<file path="src/rtl/hilo_mdu_pkg.sv">
// hilo_mdu_pkg
//   Shared definitions for the HI/LO multiply/divide unit: operation codes
//   (also used by the instruction decoder), FSM state encodings and the
//   fixed datapath widths.
package hilo_mdu_pkg;

   typedef enum logic [2:0] {
      MDU_MULT  = 3'd0,
      MDU_MULTU = 3'd1,
      MDU_DIV   = 3'd2,
      MDU_DIVU  = 3'd3,
      MDU_MTHI  = 3'd4,
      MDU_MTLO  = 3'd5
   } mdu_op_e;

   typedef enum logic [1:0] {
      S_IDLE = 2'd0,
      S_CALC = 2'd1,
      S_FIX  = 2'd2
   } mdu_state_e;

   localparam int unsigned XLEN  = 32;
   // Shared iteration register: [64:32] partial sum / partial remainder,
   // [31:0] multiplier bits still to consume / quotient bits being built.
   localparam int unsigned ACC_W = 65;
   localparam int unsigned CNT_W = 5;
   localparam logic [CNT_W-1:0] LAST_STEP = 5'd31;

endpackage

</file>
<file path="src/rtl/hilo_mdu_step.sv">
// hilo_mdu_step
//   Combinational single radix-2 iteration shared by multiply and divide.
//   Ports:
//     acc_i    [64:0] current iteration register
//     opnd_i   [31:0] multiplicand magnitude (multiply) or divisor magnitude (divide)
//     is_div_i        1 = restoring divide step, 0 = shift-add multiply step
//     acc_o    [64:0] iteration register after this step
module hilo_mdu_step
   import hilo_mdu_pkg::*;
(
   input  logic [ACC_W-1:0] acc_i,
   input  logic [XLEN-1:0]  opnd_i,
   input  logic             is_div_i,
   output logic [ACC_W-1:0] acc_o
);

   logic [XLEN:0]   sum;
   logic [XLEN:0]   rem_sh;
   logic [XLEN+1:0] diff;

   always_comb begin
      // Multiply: add the multiplicand when the current multiplier LSB is
      // set, then shift the whole register right. The upper half never
      // exceeds 33 bits, so the sum cannot overflow.
      sum    = acc_i[64:32] + {1'b0, opnd_i & {XLEN{acc_i[0]}}};
      // Divide: bring the next dividend bit into the partial remainder and
      // trial-subtract the divisor; the borrow bit decides the quotient bit.
      rem_sh = {acc_i[63:32], acc_i[31]};
      diff   = {1'b0, rem_sh} - {2'b00, opnd_i};
      if (is_div_i) begin
         if (diff[XLEN+1]) begin
            acc_o = {rem_sh, acc_i[30:0], 1'b0};
         end else begin
            acc_o = {diff[XLEN:0], acc_i[30:0], 1'b1};
         end
      end else begin
         acc_o = {1'b0, sum, acc_i[31:1]};
      end
   end

endmodule

</file>
<file path="src/rtl/hilo_mdu.sv">
// hilo_mdu
//   Iterative multiply/divide unit owning the HI/LO register pair.
//   MULT/MULTU/DIV/DIVU take 33 cycles (32 steps + sign fix);
//   MTHI/MTLO complete in a single cycle without asserting busy.
//   Ports:
//     clk          core clock, rising edge
//     rst_n        asynchronous active-low reset
//     start        issue request, sampled only when idle
//     op    [2:0]  operation code (mdu_op_e)
//     a     [31:0] rs operand: multiplicand / dividend / MTHI-MTLO data
//     b     [31:0] rt operand: multiplier / divisor
//     flush        abort in-flight operation, blocks a same-cycle start
//     busy         operation in flight (combinational from state)
//     done         one-cycle pulse when a multi-cycle op updates HI/LO
//     hi    [31:0] HI register
//     lo    [31:0] LO register
module hilo_mdu
   import hilo_mdu_pkg::*;
(
   input  logic            clk,
   input  logic            rst_n,
   input  logic            start,
   input  logic [2:0]      op,
   input  logic [XLEN-1:0] a,
   input  logic [XLEN-1:0] b,
   input  logic            flush,
   output logic            busy,
   output logic            done,
   output logic [XLEN-1:0] hi,
   output logic [XLEN-1:0] lo
);

   mdu_state_e       state_q, state_d;
   logic [CNT_W-1:0] cnt_q, cnt_d;
   logic [ACC_W-1:0] acc_q, acc_d;
   logic [XLEN-1:0]  opnd_q, opnd_d;
   logic             is_div_q, is_div_d;
   logic             neg_main_q, neg_main_d;  // negate product / quotient
   logic             neg_rem_q, neg_rem_d;    // negate remainder
   logic [XLEN-1:0]  hi_q, hi_d;
   logic [XLEN-1:0]  lo_q, lo_d;
   logic             done_q, done_d;

   logic [ACC_W-1:0] acc_step;
   logic             sgn_op;
   logic [63:0]      prod_fix;
   logic [XLEN-1:0]  quo_fix;
   logic [XLEN-1:0]  rem_fix;

   function automatic logic [XLEN-1:0] mag32(input logic [XLEN-1:0] x,
                                             input logic            is_signed);
      logic signed [XLEN-1:0] xs;
      xs = signed'(x);
      // 0x8000_0000 maps onto itself, which is exactly the 2^31 magnitude.
      return (is_signed && xs < 0) ? (~x + 32'd1) : x;
   endfunction

   function automatic logic [63:0] neg64(input logic [63:0] x, input logic en);
      return en ? (~x + 64'd1) : x;
   endfunction

   function automatic logic [XLEN-1:0] neg32(input logic [XLEN-1:0] x, input logic en);
      return en ? (~x + 32'd1) : x;
   endfunction

   hilo_mdu_step u_step (
      .acc_i    (acc_q),
      .opnd_i   (opnd_q),
      .is_div_i (is_div_q),
      .acc_o    (acc_step)
   );

   assign sgn_op   = (op == MDU_MULT) || (op == MDU_DIV);
   assign prod_fix = neg64(acc_q[63:0], neg_main_q);
   assign quo_fix  = neg32(acc_q[31:0], neg_main_q);
   assign rem_fix  = neg32(acc_q[63:32], neg_rem_q);

   always_comb begin
      state_d    = state_q;
      cnt_d      = cnt_q;
      acc_d      = acc_q;
      opnd_d     = opnd_q;
      is_div_d   = is_div_q;
      neg_main_d = neg_main_q;
      neg_rem_d  = neg_rem_q;
      hi_d       = hi_q;
      lo_d       = lo_q;
      done_d     = 1'b0;

      unique case (state_q)
         S_IDLE: begin
            if (start && !flush) begin
               case (op)
                  MDU_MTHI: hi_d = a;
                  MDU_MTLO: lo_d = a;
                  MDU_MULT, MDU_MULTU: begin
                     acc_d      = {33'd0, mag32(b, sgn_op)};
                     opnd_d     = mag32(a, sgn_op);
                     is_div_d   = 1'b0;
                     neg_main_d = sgn_op && (a[31] ^ b[31]);
                     neg_rem_d  = 1'b0;
                     cnt_d      = '0;
                     state_d    = S_CALC;
                  end
                  MDU_DIV, MDU_DIVU: begin
                     acc_d      = {33'd0, mag32(a, sgn_op)};
                     opnd_d     = mag32(b, sgn_op);
                     is_div_d   = 1'b1;
                     // A zero divisor yields an all-ones quotient from the
                     // magnitude datapath; leaving it un-negated keeps LO at
                     // 0xFFFF_FFFF and the remainder correction restores HI = a.
                     neg_main_d = sgn_op && (a[31] ^ b[31]) && (b != '0);
                     neg_rem_d  = sgn_op && a[31];
                     cnt_d      = '0;
                     state_d    = S_CALC;
                  end
                  default: ;
               endcase
            end
         end
         S_CALC: begin
            if (flush) begin
               state_d = S_IDLE;
            end else begin
               acc_d = acc_step;
               cnt_d = cnt_q + 5'd1;
               if (cnt_q == LAST_STEP) begin
                  state_d = S_FIX;
               end
            end
         end
         S_FIX: begin
            state_d = S_IDLE;
            if (!flush) begin
               if (is_div_q) begin
                  hi_d = rem_fix;
                  lo_d = quo_fix;
               end else begin
                  hi_d = prod_fix[63:32];
                  lo_d = prod_fix[31:0];
               end
               done_d = 1'b1;
            end
         end
         default: state_d = S_IDLE;
      endcase
   end

   always_ff @(posedge clk or negedge rst_n) begin
      if (!rst_n) begin
         state_q    <= S_IDLE;
         cnt_q      <= '0;
         acc_q      <= '0;
         opnd_q     <= '0;
         is_div_q   <= 1'b0;
         neg_main_q <= 1'b0;
         neg_rem_q  <= 1'b0;
         hi_q       <= '0;
         lo_q       <= '0;
         done_q     <= 1'b0;
      end else begin
         state_q    <= state_d;
         cnt_q      <= cnt_d;
         acc_q      <= acc_d;
         opnd_q     <= opnd_d;
         is_div_q   <= is_div_d;
         neg_main_q <= neg_main_d;
         neg_rem_q  <= neg_rem_d;
         hi_q       <= hi_d;
         lo_q       <= lo_d;
         done_q     <= done_d;
      end
   end

   assign busy = (state_q != S_IDLE);
   assign done = done_q;
   assign hi   = hi_q;
   assign lo   = lo_q;

endmodule

</file>
<file path="config.mk">
export PLATFORM = sky130hd
export DESIGN_NAME = hilo_mdu
export DESIGN_NICKNAME = d
export VERILOG_FILES = /design/src/rtl/hilo_mdu_pkg.sv /design/src/rtl/hilo_mdu_step.sv /design/src/rtl/hilo_mdu.sv
export SDC_FILE = /design/constraint.sdc
export NUM_CORES = 1
export LEC_CHECK = 0
export ABC_AREA = 1
export ABC_CLOCK_PERIOD_IN_PS = 3400
export CELL_PAD_IN_SITES_DETAIL_PLACEMENT = 1
export CELL_PAD_IN_SITES_GLOBAL_PLACEMENT = 1
export CORE_MARGIN = 8
export CORE_UTILIZATION = 40
export DETAILED_ROUTE_END_ITERATION = 16
export DONT_BUFFER_PORTS = 1
export PLACE_DENSITY = 0.77
export SYNTH_ARGS = -nofsm -noshare
export SYNTH_HDL_FRONTEND = slang
export SYNTH_SLANG_ARGS = --single-unit
</file>
<file path="constraint.sdc">
create_clock -name clk -period 3.4 [get_ports clk]
set_input_delay 0.68 -clock clk [delete_from_list [all_inputs] [get_ports clk]]
set_output_delay 0.68 -clock clk [all_outputs]
set_load 0.03 [all_outputs]
</file>
---- After elaboration in Yosys (flattened, before gate mapping) ----
Cells that the tools add are included.
cells by class
  order comparisons ....................... 2
  reductions and logical operators ........ 24
  add/sub/neg operators ................... 8
  multiplexer cells ....................... 36
  equal/unequal tests ..................... 16
  bitwise logic cells ..................... 7
operators by type and width
  operator                                                                        number
  32-bit 2-to-1 mux                                                               12
  65-bit 2-to-1 mux                                                               4
  65-bit case mux with 2 select lines                                             2
  32-bit case mux with 2 select lines                                             3
  32-bit by 1-bit adder with 32-bit output (second input constant)                4
  32-bit NOT                                                                      4
  64-bit by 1-bit adder with 64-bit output (second input constant)                1
  32-bit by 1-bit less-than comparator with 1-bit output (second input constant)  2
  64-bit 2-to-1 mux                                                               1
  64-bit NOT                                                                      1
  33-bit by 32-bit subtractor with 34-bit output                                  1
  33-bit by 32-bit adder with 33-bit output                                       1
  32-bit bitwise AND                                                              1
  32-bit nonzero test                                                             1
  4-bit AND reduction                                                             4
  5-bit 2-to-1 mux                                                                3
  5-bit case mux with 2 select lines                                              1
  2-bit 2-to-1 mux                                                                4
  2-bit inequality test (second input constant)                                   4
  2-bit nonzero test                                                              4
  3-bit by 2-bit equality test with 1-bit output (second input constant)          2
  3-bit equality test (second input constant)                                     2
  1-bit logical AND                                                               6
  1-bit case mux with 2 select lines                                              3
  other kinds (18)                                                                22
word-level totals
  register bits after elaboration ......... 172
  input port bits ......................... 71
  output and inout bits ................... 66
  logic and storage cells ................. 103

---- Longest topological paths before layout ----
Gate-level depths: netlist (run 1).
  word-level depth ........................ 7
  gate-level depth with buffers ........... 22
  depth with buffers taken out ............ 20

---- Cells and area by module ----
Synthesis (run 1) repeated with hierarchy kept, for this count alone.
unflattened totals
  cell total of the unflattened synthesis .. 3,243
  area, all modules ....................... 18,402.6 sq um
modules (own cells, without submodules)
  module         area an instance (sq um)  cells each  sequential area each (sq um)  times used
  hilo_mdu       12,140.4                  1,936       4,304.1                       1
  hilo_mdu_step  6,262.3                   1,307       0.0                           1

---- Worst setup path before layout (run 1) ----
Ideal clock, no wire load.
  kind .................................... reg-to-reg
  start point ............................. register acc_q[0]
  end point ............................... register acc_q[51]
  arrival time ............................ 2,330 ps
  data required time ...................... 3,284 ps
  stages on the path, launching flop included .. 22
  clock period less this slack ............ 2,447 ps
  path buffers ............................ 2
  library setup time ...................... 116 ps
  setup slack ............................. 953 ps
  cells stage by stage .................... dfrtp_1 > buf_2 > buf_1 > nand2_1 > inv_1 > ha_1 > inv_1 > fa_1 > inv_1 > nand2_1 > nand3_1 > nand3_1 > nand2_1 > nand2_1 > nand2_1 > nand2_1 > nand3_1 > nand3_1 > nand2_1 > inv_1 > nand2_1 > nand2_1
between the ends
  longest elaborated chain between the ends .. 5
RTL lines
  what                                       RTL line             text
  from (decl)                                hilo_mdu.sv:35       logic [ACC_W-1:0] acc_q, acc_d;
  from (signal assigned)                     hilo_mdu.sv:153      acc_q <= '0;
  from (signal assigned)                     hilo_mdu.sv:164      acc_q <= acc_d;
  32-bit bitwise AND                         hilo_mdu_step.sv:25  sum = acc_i[64:32] + {1'b0, opnd_i & {XLEN{acc_i[0]}}};
  33-bit by 32-bit adder with 33-bit output  hilo_mdu_step.sv:25
  65-bit 2-to-1 mux                          hilo_mdu_step.sv:30  if (is_div_i) begin
  65-bit 2-to-1 mux                          hilo_mdu.sv:122      if (flush) begin
  65-bit case mux with 2 select lines        hilo_mdu.sv:90       unique case (state_q)
Every way passes these cells. The select of a mux whose other input is x is not followed.
A chain may end at the register's enable or synchronous reset.

---- Worst setup path in the final report (run 1) ----
  start point ............................. register acc_q[0]
  end point ............................... register acc_q[53]
The elaborated chain is that of the path after synthesis.

==> run metrics, run 1 <==
FFs w/ async S/R, synth=100%; Setup Total Neg Slack=0 ns; P&R area growth vs syn=7.16%; Slew Limit Headroom=24.3%; Ports=137; final hold slack=-0.119 ns; clock tree buffer depth=2; critical path class=flip-flop to flip-flop; total CTS buffers=17; FF-to-FF setup slack=0.31 ns; Port Buffers=0; Worst Setup Start Kind=flip-flop; crit path time final=3.09 ns; Reg2Reg Capture Point=acc_q[53]$_DFFE_PN0P_; Yosys Warn Count=0; Post-synth EDFFs=0; Starting Density=40.5%; fin crit share=91.0%; critical path cell sequence=buf_4, buf_4, nand2_1, inv_1, ha_1, nand2_1, inv_1, a21oi_1, nand2_1, nand2_1, nand2_1, nand2_1, nand2_1, nand2_1, nand3_1, nand2_1, inv_1, nand2_1, nand2_1; drc violations=0; Chip Width=230 um; # diodes=0; total gr overflow=0; layout cells sized above 1=4.91%; gr usage total=34.9%; clk sinks=172; Worst R2R Start=acc_q[0]$_DFFE_PN0P_; cts repair resizes=0; largest net degree at the start of global routing=173; drt first-iter violations=1959; Crit Path Max Fanout=26; top cell type's share of synthesized area=23.5%; fin. max-slew vios=0; flops & latches, synth=172; Hold Vio Cnt, Final=172; Worst-path clk slew=0.08 ns; CTS H-tree depth=4; CP most frequent cell=nand2_1; clock skew=0.0158 ns; failing checks=negative hold slack; Via density=5.81; Die Area=52900 um^2; CP bufs+invs=5; antenna violations before repair=1; Req. time, crit path=3.78 ns; Reg2Reg Depth=19; cell family with most CP delay=simple AND/OR/NAND/NOR gates; CTS tree=yes; status=finished with violations; VDD IR max=0.000362 V; RSZ-0062 raised after global routing=false; Seq/Total Area, Yosys=23.5%; Yosys cell types=57; top post-synthesis cells by area=dfrtp_1 23%, nand2_1 20%, nand3_1 9.6%; # nets final=3310; ys flop type=dfrtp_1; syn nets=3339; vias=22000; DR pass1 iterations=5; number of placement rows=78; endpoint type of the worst setup path=flip-flop; worst slew pin tran=1.14 ns; Leak=10.2 nW; WL per Instance=25.1 um; Crit-path slowest cell=buf_4; vias in the first global route=22000; Syn Std Cell Area=18300 um^2; post-place instance area=19000 um^2; Vert. Die Dim=230 um; endpoints failing setup=0; max-cap viol count=0; critical path arrival=3.48 ns; fmax=323 MHz; Core Box Area=45300 um^2; routability cong.=1.05; synthesized netlist cell count=3196; worst skew pair latency=0.49 ns; Mean Syn Cell Area=5.74 um^2; dpl hpwl=78100 um; Hold Path Class=primary input to asynchronous set/reset pin; Power Density=847 nW/um^2; Final ANT Viol Nets=0; global-route wire length before repair=140000 um; Root Driver=clkbuf_16; cell area after layout=19600 um^2; top cell type by total area after synthesis=dfrtp_1; Post-CTS Setup Bufs=0; CP peak stage delay=0.40 ns; Detailed Route WL=94800 um
[synth_stat cells (all sizes together), types with 11 or more instances]
master / instances
a31oi: 29
dfrtp: 172
ha: 70
nor2: 444
o21bai: 15
clkbuf: 47
nand2: 975
nand4: 42
inv: 474
o21ai: 147
o211ai: 29
a22oi: 11
buf: 50
o221ai: 17
nand3: 353
or2: 12
xor2: 36
a21oi: 182
nand3b: 11
nor3: 33
[state kept, by name (all words and copies together), names as in the netlist]
name and count:
opnd_q 32, hi 32, state_q 2, done 1, neg_main_q 1, is_div_q 1, acc_q 65, cnt_q 5
neg_rem_q 1, lo 32
[worst max path at each step]
stage                     depth (start not counted)                  from                     to  slack, ns
final                                            19  acc_q[0]$_DFFE_PN0P_  acc_q[53]$_DFFE_PN0P_       0.31
after global routing                             18  acc_q[0]$_DFFE_PN0P_  acc_q[59]$_DFFE_PN0P_       0.14
after CTS                                        18  acc_q[0]$_DFFE_PN0P_  acc_q[61]$_DFFE_PN0P_       0.34
after detailed placement                         18  acc_q[0]$_DFFE_PN0P_  acc_q[61]$_DFFE_PN0P_       0.38
after global placement                           18  acc_q[0]$_DFFE_PN0P_  acc_q[61]$_DFFE_PN0P_       0.42
after floorplan                                  21  acc_q[0]$_DFFE_PN0P_  acc_q[51]$_DFFE_PN0P_       0.95
[metrics by stage]
step	setup WS (ns)	power, mW	instances	util (%)	hold slack [ns]
detailed placement	0.378	14.2	3748	42.1	0.389
CTS	0.342	16.3	3780	43.4	-0.144
finish	0.306	16.6	3780	43.4	-0.119
global route	0.142	17.7	3780	43.4	-0.139
global placement	0.415	14.0	3748	42.1	0.389
floorplan	0.953	10.5	3196	-	0.384
[cell families (layout without fill, tap and decap cells)]
family	Yosys count	count (layout)	synth area share, %
compound gates	448	448	13.9
xor+xnor	44	44	2.10
fa+ha+maj	72	72	5.00
buf+inv	575	559	12.2
flops	172	172	23.5
mux	1	1	0.0546
simple gates	1884	1884	43.2
[cell usage in the layout (no fill, tap or decap), types with 31 or more instances in the layout]
master   count
nand4_1     42
nand3_1    350
dfrtp_1    171
buf_4       47
o21ai_0    123
nand2_1    963
a21oi_1    179
nor3_1      31
ha_1        70
nor2_1     424
xor2_1      36
inv_1      456
[cell type report]
cell class | count | area [um^2]
clock buffers | 17 | 425
clock inverters | 15 | 173
fillers | 6330 | 25600
inverters | 478 | 1790
multi-input cells | 2449 | 11800
flip-flops and latches | 172 | 4310
well taps | 600 | 751
repair buffers | 49 | 393
[per-layer routing]
layer	vias up	part of all wire [%]	global-route usage, %
met5	-	0.014	0
met4	2	5.6	18.3
met3	211	8.9	8.57
met2	940	43	52.2
met1	10600	43	46.1
li1	10200	-	-
[where the power goes]
group          internal, mW  switching [mW]  total [mW]
clock                  1.05            1.05        2.10
sequential             2.65            1.44        4.09
combinational          3.03            7.42        10.4
total                  6.72            9.91        16.6
Note: power is estimated with default switching activity, not from simulation.
==> run 2: changes to the inputs <==
Settings changed: ABC_CLOCK_PERIOD_IN_PS 3400 to 2800, PLACE_DENSITY 0.77 to 0.8.
Clock period 3.4 ns to 2.8 ns, I/O delays scaled along.
==> run 2 against run 1 <==
Worst hold slack worse by 0.12 ns. Largest power group unchanged. Register-to-register slack worse by 0.21 ns. Power increased by 27%. Non-clock buffer count grew 99. Via count grew 2.1%. The flow still finishes with violations (negative hold slack). Die area is the same.
==> run metrics, run 2 (synthesis gave the netlist of run 1 again) <==
Leak=10.7 nW; cell area after layout=20500 um^2; clock tree buffer depth=2; # nets final=3409; Final ANT Viol Nets=0; # diodes=0; Req. time, crit path=3.18 ns; max-cap viol count=0; drc violations=0; layout cells sized above 1=8.81%; cell family with most CP delay=simple AND/OR/NAND/NOR gates; Die Area=52900 um^2; Worst-path clk slew=0.09 ns; critical path arrival=3.08 ns; WL per Instance=24.5 um; Worst Setup Start Kind=flip-flop; final hold slack=-0.240 ns; dpl hpwl=79300 um; FF/Latch Area=4330 um^2; Reg2Reg Capture Point=acc_q[45]$_DFFE_PN0P_; CP most frequent cell=nand2_1; fin crit share=96.5%; most flop-heavy register=acc_q; total gr overflow=0; Hold Vio Cnt, Final=172; Crit Path Max Fanout=15; max reg flops=65; routability cong.=1.01; number of placement rows=78; DR pass1 iterations=5; Starting Density=40.5%; Slew Limit Headroom=47.3%; worst skew pair latency=0.50 ns; Root Driver=clkbuf_16; global-route wire length before repair=141000 um; total CTS buffers=17; CP peak stage delay=0.53 ns; P&R area growth vs syn=11.8%; commonest cells after routing, fill and taps aside=962 x nand2_1, 456 x inv_1, 419 x nor2_1; Power Density=1030 nW/um^2; most common cell after layout, fill and taps aside=nand2_1; failing checks=negative hold slack; Detailed Route WL=95200 um; CTS H-tree depth=4; clk sinks=172; status=finished with violations; clock skew=0.0208 ns; gr usage total=35.0%; drt first-iter violations=2221; vias=22400; endpoints failing setup=0; fmax=370 MHz; post-place instance area=19800 um^2; Vert. Die Dim=230 um; RSZ-0062 raised after global routing=true; crit path time final=2.70 ns; Chip Width=230 um; fillers=6406; critical path class=flip-flop to flip-flop; critical path cell sequence=ha_2, nand2_1, nand2_1, nand2_1, nand3_1, nand2_1, nand2_2, a21oi_4, nand2_8, buf_4, nor2_4, buf_12, nand2_1, nand3_1, nand2_1; CP bufs+invs=2; Reg2Reg Depth=15; Crit-path slowest cell=dfrtp_1; Ports=137; Worst R2R Start=acc_q[49]$_DFFE_PN0P_; endpoint type of the worst setup path=flip-flop; CTS tree=yes; largest net degree at the start of global routing=173; Port Buffers=0; VDD IR max=0.000393 V; antenna violations before repair=2; fin. max-slew vios=0; Core Box Area=45300 um^2; Via density=5.78; vias in the first global route=22200; Hold Path Class=primary input to asynchronous set/reset pin; worst slew pin tran=0.788 ns; multi-input logic area=11900 um^2; Total Power=21.2 mW; FF-to-FF setup slack=0.1 ns
==> run 2: changes by cell type in the layout (fill, tap and decap cells not counted), moves of 5 or more <==
cell | previous run | this run
buf_4 | 47 | 142
dfrtp_1 | 171 | 154
dfrtp_2 | 1 | 18
nor2_1 | 424 | 419
nor2_2 | 13 | 18
==> run 2: power breakdown <==
group | total, mW | internal [mW] | switching [mW] | leakage [nW]
sequential | 4.81 | 3.23 | 1.58 | 2.02
combinational | 13.9 | 4.43 | 9.48 | 8.42
clock | 2.47 | 1.18 | 1.29 | 0.279
total | 21.2 | 8.85 | 12.4 | 10.7
==> run 2: how the worst max path moves through the flow <==
stage | cells after the start | slack, ns | start | to
5_1_grt | 16 | -0.01 | opnd_q[20]$_DFFE_PN0P_ | acc_q[48]$_DFFE_PN0P_
6_report | 15 | 0.1 | acc_q[49]$_DFFE_PN0P_ | acc_q[45]$_DFFE_PN0P_
2_1_floorplan | 21 | 0.35 | acc_q[0]$_DFFE_PN0P_ | acc_q[51]$_DFFE_PN0P_
3_5_place_dp | 15 | -0.05 | opnd_q[6]$_DFFE_PN0P_ | acc_q[45]$_DFFE_PN0P_
4_1_cts | 16 | 0.02 | opnd_q[6]$_DFFE_PN0P_ | acc_q[45]$_DFFE_PN0P_
3_3_place_gp | 15 | 0.05 | opnd_q[6]$_DFFE_PN0P_ | acc_q[47]$_DFFE_PN0P_
==> run 2: layer usage <==
metal / up-vias / routed length (um) / track usage [%]
li1: 10400 / - / -
met1: 11000 / 41200 / 46.7
met2: 867 / 40800 / 52.3
met3: 198 / 8130 / 8.25
met4: 4 / 4990 / 17.8
met5: - / 23 / 0
==> run 2: layout make-up <==
| cell class | instances | area share, % |
|---|---|---|
| sequential | 172 | 21.1 |
| tap | 600 | 3.66 |
| multi-input combinational | 2449 | 57.9 |
| timing repair buffer | 148 | 5.79 |
| inverter | 478 | 8.75 |
| clock buffer | 17 | 2.07 |
| clock inverter | 15 | 0.726 |
==> run 2: metrics by stage <==
stage               util, %  worst slack, ns  TNS (ns)  cells
finish                 45.3           0.0989         0   3879
global route           45.3          -0.0122   -0.0122   3879
CTS                    45.0           0.0150         0   3875
detailed placement     43.7          -0.0490   -0.0781   3842
global placement       43.7           0.0487         0   3842
floorplan                 -            0.353         0   3196
==> run 2: repair_timing <==
item	in CTS	in global routing
endpoints found under the hold margin	172	172
setup endpoints to repair	4	29
buffers inserted	1	4
pin swaps	1	1
resized for setup	0	34
